<file path="config.mk">
export PLATFORM = sky130hd
export DESIGN_NAME = memory_access_unit
export DESIGN_NICKNAME = d
export VERILOG_FILES = /design/src/rtl/memory_access_unit_pkg.sv /design/src/rtl/memory_access_unit_timeout_counter.sv /design/src/rtl/memory_access_unit.sv
export SDC_FILE = /design/constraint.sdc
export NUM_CORES = 1
export LEC_CHECK = 0
export BUFFER_PORTS_ARGS = -buffer_cell sky130_fd_sc_hd__buf_2
export CORE_MARGIN = 1.5
export CORE_UTILIZATION = 45
export CTS_CLUSTER_DIAMETER = 40
export DETAILED_ROUTE_END_ITERATION = 10
export PLACE_DENSITY = 0.75
export SLEW_MARGIN = 10
export SYNTH_ARGS = -nofsm -noshare
export SYNTH_HDL_FRONTEND = slang
export SYNTH_HIERARCHICAL = 1
export SYNTH_SLANG_ARGS = --single-unit
</file>
<file path="constraint.sdc">
create_clock -name clk -period 2.6 [get_ports clk]
set_input_delay 0.78 -clock clk [delete_from_list [all_inputs] [get_ports clk]]
set_output_delay 0.78 -clock clk [all_outputs]
set_load 0.1 [all_outputs]
</file>
<file path="src/rtl/memory_access_unit_pkg.sv">
// Shared definitions for the memory-access stage.
// - FSM state encoding (IDLE / WAIT / RESP)
// - err_cause codes reported to the write-back side
// - default data/address widths
// - word-alignment helper used on the byte address from execute
package memory_access_unit_pkg;

  localparam int DEF_DATA_W = 32;
  localparam int DEF_ADDR_W = 16;

  localparam logic [1:0] ST_IDLE = 2'd0;
  localparam logic [1:0] ST_WAIT = 2'd1;
  localparam logic [1:0] ST_RESP = 2'd2;

  typedef enum logic [1:0] {
    ERR_NONE     = 2'd0,
    ERR_MISALIGN = 2'd1,
    ERR_TIMEOUT  = 2'd2
  } err_cause_e;

  function automatic logic word_aligned(input logic [1:0] byte_lsb);
    return (byte_lsb == 2'b00);
  endfunction

endpackage

</file>
<file path="src/rtl/memory_access_unit_timeout_counter.sv">
// Wait-cycle counter for an outstanding memory request.
// Ports:
//   clk     - clock
//   rst     - synchronous reset, active-low
//   clear   - force the count to zero (used whenever no request is pending)
//   enable  - count one cycle of waiting
//   expired - count has reached TIMEOUT-1
module mem_timeout_counter
  import memory_access_unit_pkg::*;
#(
  parameter int TIMEOUT = 15
) (
  input  logic clk,
  input  logic rst,
  input  logic clear,
  input  logic enable,
  output logic expired
);

  logic [7:0] count_q;
  logic [7:0] count_d;

  assign expired = (count_q == 8'(TIMEOUT - 1));

  // Saturate at the expiry value so the flag stays up until cleared.
  always_comb begin
    count_d = count_q;
    if (clear) begin
      count_d = 8'd0;
    end else if (enable && !expired) begin
      count_d = count_q + 8'd1;
    end
  end

  always_ff @(posedge clk) begin
    if (!rst) begin
      count_q <= 8'd0;
    end else begin
      count_q <= count_d;
    end
  end

endmodule

</file>
<file path="src/rtl/memory_access_unit.sv">
// Memory-access stage between execute and register write-back.
// Non-memory instructions are forwarded with one cycle of latency; aligned
// loads/stores run a req/ack handshake with data memory; misaligned accesses
// and memory timeouts produce a faulting result packet and a sticky error.
// Ports:
//   clk, rst                  - clock, synchronous active-low reset
//   in_valid / in_ready       - transfer handshake from execute
//   in_isLd/isSt/isWb/isCall  - instruction class and control flags
//   in_aluResult, in_stData   - ALU result (byte address for ld/st), store data
//   in_rd, in_pc              - destination register, instruction PC
//   mem_req/we/addr/wdata     - data-memory request (held stable in WAIT)
//   mem_rdata, mem_ack        - data-memory response
//   out_valid + out_*         - one-cycle result packet to write-back
//   mem_err, err_cause        - sticky fault flag and first fault cause
module memory_access_unit
  import memory_access_unit_pkg::*;
#(
  parameter int DATA_W  = DEF_DATA_W,
  parameter int ADDR_W  = DEF_ADDR_W,
  parameter int TIMEOUT = 15
) (
  input  logic              clk,
  input  logic              rst,
  input  logic              in_valid,
  output logic              in_ready,
  input  logic              in_isLd,
  input  logic              in_isSt,
  input  logic              in_isWb,
  input  logic              in_isCall,
  input  logic [DATA_W-1:0] in_aluResult,
  input  logic [DATA_W-1:0] in_stData,
  input  logic [3:0]        in_rd,
  input  logic [DATA_W-1:0] in_pc,
  output logic              mem_req,
  output logic              mem_we,
  output logic [ADDR_W-1:0] mem_addr,
  output logic [DATA_W-1:0] mem_wdata,
  input  logic [DATA_W-1:0] mem_rdata,
  input  logic              mem_ack,
  output logic              out_valid,
  output logic [DATA_W-1:0] out_aluResult,
  output logic [DATA_W-1:0] out_ldResult,
  output logic [3:0]        out_rd,
  output logic              out_isWb,
  output logic              out_isLd,
  output logic              out_isCall,
  output logic [DATA_W-1:0] out_pc,
  output logic              mem_err,
  output logic [1:0]        err_cause
);

  logic [1:0]        state_q, state_d;
  logic              mem_req_q, mem_req_d;
  logic              mem_we_q, mem_we_d;
  logic [ADDR_W-1:0] mem_addr_q, mem_addr_d;
  logic [DATA_W-1:0] mem_wdata_q, mem_wdata_d;

  // Packet of the memory op in flight; copied to out_* only when it retires
  // so out_* keep showing the previous result while the request is pending.
  logic [DATA_W-1:0] p_alu_q, p_alu_d;
  logic [DATA_W-1:0] p_ld_q, p_ld_d;
  logic [DATA_W-1:0] p_pc_q, p_pc_d;
  logic [3:0]        p_rd_q, p_rd_d;
  logic              p_iswb_q, p_iswb_d;
  logic              p_isld_q, p_isld_d;
  logic              p_iscall_q, p_iscall_d;

  logic              out_valid_q, out_valid_d;
  logic [DATA_W-1:0] out_alu_q, out_alu_d;
  logic [DATA_W-1:0] out_ld_q, out_ld_d;
  logic [DATA_W-1:0] out_pc_q, out_pc_d;
  logic [3:0]        out_rd_q, out_rd_d;
  logic              out_iswb_q, out_iswb_d;
  logic              out_isld_q, out_isld_d;
  logic              out_iscall_q, out_iscall_d;

  logic              err_q, err_d;
  logic [1:0]        cause_q, cause_d;

  logic              expired;
  logic              is_mem;
  logic              aligned;

  mem_timeout_counter #(
    .TIMEOUT(TIMEOUT)
  ) u_timeout (
    .clk    (clk),
    .rst    (rst),
    .clear  (state_q != ST_WAIT),
    .enable (state_q == ST_WAIT),
    .expired(expired)
  );

  assign is_mem  = in_isLd | in_isSt;
  assign aligned = word_aligned(in_aluResult[1:0]);

  always_comb begin
    state_d      = state_q;
    mem_req_d    = mem_req_q;
    mem_we_d     = mem_we_q;
    mem_addr_d   = mem_addr_q;
    mem_wdata_d  = mem_wdata_q;
    p_alu_d      = p_alu_q;
    p_ld_d       = p_ld_q;
    p_pc_d       = p_pc_q;
    p_rd_d       = p_rd_q;
    p_iswb_d     = p_iswb_q;
    p_isld_d     = p_isld_q;
    p_iscall_d   = p_iscall_q;
    out_valid_d  = 1'b0;
    out_alu_d    = out_alu_q;
    out_ld_d     = out_ld_q;
    out_pc_d     = out_pc_q;
    out_rd_d     = out_rd_q;
    out_iswb_d   = out_iswb_q;
    out_isld_d   = out_isld_q;
    out_iscall_d = out_iscall_q;
    err_d        = err_q;
    cause_d      = cause_q;

    case (state_q)
      ST_IDLE: begin
        if (in_valid) begin
          if (!is_mem || !aligned) begin
            // Retire immediately: plain pass-through, or misaligned fault
            // which suppresses write-back and never touches memory.
            out_valid_d  = 1'b1;
            out_alu_d    = in_aluResult;
            out_ld_d     = '0;
            out_pc_d     = in_pc;
            out_rd_d     = in_rd;
            out_iswb_d   = is_mem ? 1'b0 : in_isWb;
            out_isld_d   = in_isLd;
            out_iscall_d = in_isCall;
            if (is_mem) begin
              err_d = 1'b1;
              if (cause_q == ERR_NONE) cause_d = ERR_MISALIGN;
            end
          end else begin
            p_alu_d     = in_aluResult;
            p_ld_d      = '0;
            p_pc_d      = in_pc;
            p_rd_d      = in_rd;
            p_iswb_d    = in_isWb;
            p_isld_d    = in_isLd;
            p_iscall_d  = in_isCall;
            mem_req_d   = 1'b1;
            // Load+store together is treated as a load.
            mem_we_d    = in_isSt & ~in_isLd;
            mem_addr_d  = in_aluResult[ADDR_W+1:2];
            mem_wdata_d = in_stData;
            state_d     = ST_WAIT;
          end
        end
      end

      ST_WAIT: begin
        // Ack is checked first so an ack on the expiry cycle is not a fault.
        if (mem_ack) begin
          p_ld_d    = p_isld_q ? mem_rdata : '0;
          mem_req_d = 1'b0;
          state_d   = ST_RESP;
        end else if (expired) begin
          p_ld_d    = '0;
          p_iswb_d  = 1'b0;
          mem_req_d = 1'b0;
          err_d     = 1'b1;
          if (cause_q == ERR_NONE) cause_d = ERR_TIMEOUT;
          state_d   = ST_RESP;
        end
      end

      ST_RESP: begin
        out_valid_d  = 1'b1;
        out_alu_d    = p_alu_q;
        out_ld_d     = p_ld_q;
        out_pc_d     = p_pc_q;
        out_rd_d     = p_rd_q;
        out_iswb_d   = p_iswb_q;
        out_isld_d   = p_isld_q;
        out_iscall_d = p_iscall_q;
        state_d      = ST_IDLE;
      end

      default: begin
        state_d   = ST_IDLE;
        mem_req_d = 1'b0;
      end
    endcase
  end

  always_ff @(posedge clk) begin
    if (!rst) begin
      state_q      <= ST_IDLE;
      mem_req_q    <= 1'b0;
      mem_we_q     <= 1'b0;
      mem_addr_q   <= '0;
      mem_wdata_q  <= '0;
      p_alu_q      <= '0;
      p_ld_q       <= '0;
      p_pc_q       <= '0;
      p_rd_q       <= '0;
      p_iswb_q     <= 1'b0;
      p_isld_q     <= 1'b0;
      p_iscall_q   <= 1'b0;
      out_valid_q  <= 1'b0;
      out_alu_q    <= '0;
      out_ld_q     <= '0;
      out_pc_q     <= '0;
      out_rd_q     <= '0;
      out_iswb_q   <= 1'b0;
      out_isld_q   <= 1'b0;
      out_iscall_q <= 1'b0;
      err_q        <= 1'b0;
      cause_q      <= ERR_NONE;
    end else begin
      state_q      <= state_d;
      mem_req_q    <= mem_req_d;
      mem_we_q     <= mem_we_d;
      mem_addr_q   <= mem_addr_d;
      mem_wdata_q  <= mem_wdata_d;
      p_alu_q      <= p_alu_d;
      p_ld_q       <= p_ld_d;
      p_pc_q       <= p_pc_d;
      p_rd_q       <= p_rd_d;
      p_iswb_q     <= p_iswb_d;
      p_isld_q     <= p_isld_d;
      p_iscall_q   <= p_iscall_d;
      out_valid_q  <= out_valid_d;
      out_alu_q    <= out_alu_d;
      out_ld_q     <= out_ld_d;
      out_pc_q     <= out_pc_d;
      out_rd_q     <= out_rd_d;
      out_iswb_q   <= out_iswb_d;
      out_isld_q   <= out_isld_d;
      out_iscall_q <= out_iscall_d;
      err_q        <= err_d;
      cause_q      <= cause_d;
    end
  end

  assign in_ready      = (state_q == ST_IDLE);
  assign mem_req       = mem_req_q;
  assign mem_we        = mem_we_q;
  assign mem_addr      = mem_addr_q;
  assign mem_wdata     = mem_wdata_q;
  assign out_valid     = out_valid_q;
  assign out_aluResult = out_alu_q;
  assign out_ldResult  = out_ld_q;
  assign out_pc        = out_pc_q;
  assign out_rd        = out_rd_q;
  assign out_isWb      = out_iswb_q;
  assign out_isLd      = out_isld_q;
  assign out_isCall    = out_iscall_q;
  assign mem_err       = err_q;
  assign err_cause     = cause_q;

endmodule

</file>
==> metrics.csv <==
metric;value;unit
worst-margin pin slew;571;ps
critical path required time;1820;ps
synth unique cells;38;
met1 capacity usage during global routing;26.1;%
GRT busiest layer;met2;
most frequent cells in the layout;296 x buf_2, 254 x dfxtp_1, 176 x nand2_1;
grt met2 use;34.2;%
LEAKAGE;0.00598;uW
post-synth top area cell;dfxtp_1;
sequence of cells on the critical path;nor2_2 -> buf_2;
worst endpoint data arrival time;1630;ps
Simple-Gate Fraction of Synth Area;16.4;%
top cell type's share of synthesized area;50.5;%
max cap viols;0;
Setup TNS Final;0;ps
commonest non-fill, non-tap cell in the layout;buf_2;
YS warnings;6;
post-CTS setup buffer count;0;
Setup WS post-layout;185;ps
Port Buf Inserts;297;
H-tree depth;2;
synthesized netlist cell count;1095;
starting DRC count in detailed routing;449;
unrepaired setup endpoints after global routing;false;
pwr/cell area;843;nW/um^2
post-route ant nets;0;
fin nets;1483;
Final period util;92.9;%
initial antenna violation count;2;
CTS Hold Bufs;0;
die area;23300;um^2
cell at the slowest stage of the critical path;buf_2;
Final min period;2410;ps
Slew HR;62.0;%
status;finished, final reports clean;
first-pass GRT wire length;40.3;mm
pre-CTS setup slack;174;ps
drt drc;0;
post-synthesis adder-cell area fraction;0.248;%
Die Y;153;um
Post-Syn Nets;1237;
Reg clk slew, reported paths;50;ps
largest family of logic cells by synthesized area;compound AO/OA/AOI/OAI gates;
Post-CTS Resized;0;
Max Freq;0.414;GHz
routing usage on met3;4.75;%
Total Power;11000;uW
Synth area leaders;dfxtp_1 50%, mux2i_1 7.5%, a211oi_2 7.0%;
Top Ports;298;
Worst path top cell family by delay;buffers and inverters;
#FFs+latches synth;254;
vias in the first global route;7983;
gp weighted congestion;0.766;
Initial Util;46.0;%
WP buf/inv;1;
Final Setup Violations;0;
DP Wirelength;16.1;mm
drt via density;5.24;
Root Buffer;clkbuf_16;
critical path class;flip-flop to output pin;
core area;21900;um^2
gr ovfl total;0;
post-synthesis compound-gate area fraction;19.4;%
peak supply drop;0.528;mV
worst hold slack;457;ps
DRT Wirelength;24.8;mm
crit start category;flip-flop;
clock buffer depth;3;
Synth-to-Final Area Change;28.9;%
layout cells sized above 1;32.9;%
class of the worst hold path;flip-flop to flip-flop;
mapped cell area;10100;um^2
final hold vios;0;
TritonCTS Sinks;254;
CP max stage delay;500;ps
Num CTS Buffers;38;
clk_skew;16.0;ps
row count;54;
CP Capture Type;output pin;
largest net degree at the start of global routing;133;
DR WL/cell;15.0;um
Worst-Skew Late Latency;500;ps
post-synthesis mux area share;7.45;%
XOR/XNOR Fraction of Synth Area;0;%
Crit Path Max Fanout;6;
sequential-to-total area share from yosys stat;50.5;%
chip width;153;um
CTS tree;yes;
Synth Area per Inst;9.20;um^2
Pre-antenna DRT Iters;6;
Vias;8652;
final count of pins violating max slew;0;
GRT Util Overall;20.6;%
[final cells by class]
class / count / area (um^2)
antenna: 1 / 2.50
clock buffer: 49 / 1070
clock inverter: 20 / 211
fill: 1897 / 8900
inverter: 5 / 21.3
multi-input combinational: 721 / 4410
sequential: 254 / 5080
tap: 280 / 350
timing repair buffer: 321 / 1840
[power breakdown]
part | switching (uW) | internal [uW] | leakage (uW)
Sequential | 78.5 | 4050 | 0.00207
Combinational | 1400 | 371 | 0.00328
Clock | 1820 | 3240 | 0.000626
Total | 3290 | 7660 | 0.00598
[logic make-up (layout without fill, tap and decap cells)]
| family | after synthesis | count (layout) |
|---|---|---|
| muxes | 75 | 75 |
| buffers and inverters | 120 | 395 |
| adders and majority gates | 2 | 2 |
| other | 0 | 1 |
| DFF | 254 | 254 |
| AOI/OAI and AO/OA | 258 | 258 |
| and+or+nand+nor | 386 | 386 |
[through the flow]
stage / cells / utilization (%) / area [um^2]
after floorplan: 1095 / - / 10100
after global placement: 1581 / 53.5 / 11700
after detailed placement: 1581 / 53.5 / 11700
after CTS: 1650 / 59.3 / 13000
after global routing: 1651 / 59.3 / 13000
final: 1651 / 59.3 / 13000
[final timing paths]
check / start / depth (start not counted) / slack (ps) / endpoint
min reg2reg: mem_req / 2 / 460 / mem_req
min: mem_req / 2 / 460 / mem_req
max: state_q[1] / 2 / 190 / in_ready
max reg2reg: u_timeout/count_q[0] / 8 / 470 / p_ld_q[10]
[state kept, by name (all words and copies together), names as in the netlist, 2 cells and up]
signal and count:
u_timeout/count_q 8, p_rd_q 4, err_cause 2, out_ldResult 32, out_rd 4, p_alu_q 17
out_aluResult 32, out_pc 32, mem_wdata 32, p_pc_q 32, state_q 2, p_ld_q 32
mem_addr 15
[worst min-delay path, stage by stage (launching register included)]
cell and delay (ps):
dfxtp_1 300, nand2_1 50, a21oi_1 50
[Yosys cell counts]
master	n
dfxtp_1	254
nand2_1	176
nand3_1	104
o21ai_0	104
nor2_1	78
mux2i_1	75
a211oi_2	56
clkbuf_1	54
a22o_1	32
o22ai_1	32
buf_2	30
buf_4	25
a211oi_1	14
a21oi_1	10
nand2b_1	7
and3_1	4
nand4_1	4
buf_1	3
buf_6	3
inv_1	3
o31ai_1	3
or3_1	3
ha_1	2
inv_2	2
nor4_1	2
o21a_1	2
o41ai_1	2
a311o_2	1
a311oi_2	1
nand3_2	1
nand3b_1	1
nand4b_1	1
nor2_2	1
nor2b_1	1
nor3_1	1
o41ai_2	1
or2_1	1
or4_1	1
[metal layers]
| layer | wire length, um | vias up |
|---|---|---|
| li1 | - | 4333 |
| met1 | 10700 | 4018 |
| met2 | 11900 | 248 |
| met3 | 1470 | 51 |
| met4 | 703 | 2 |
| met5 | 9 | - |
(Power assumes the default switching activity.)
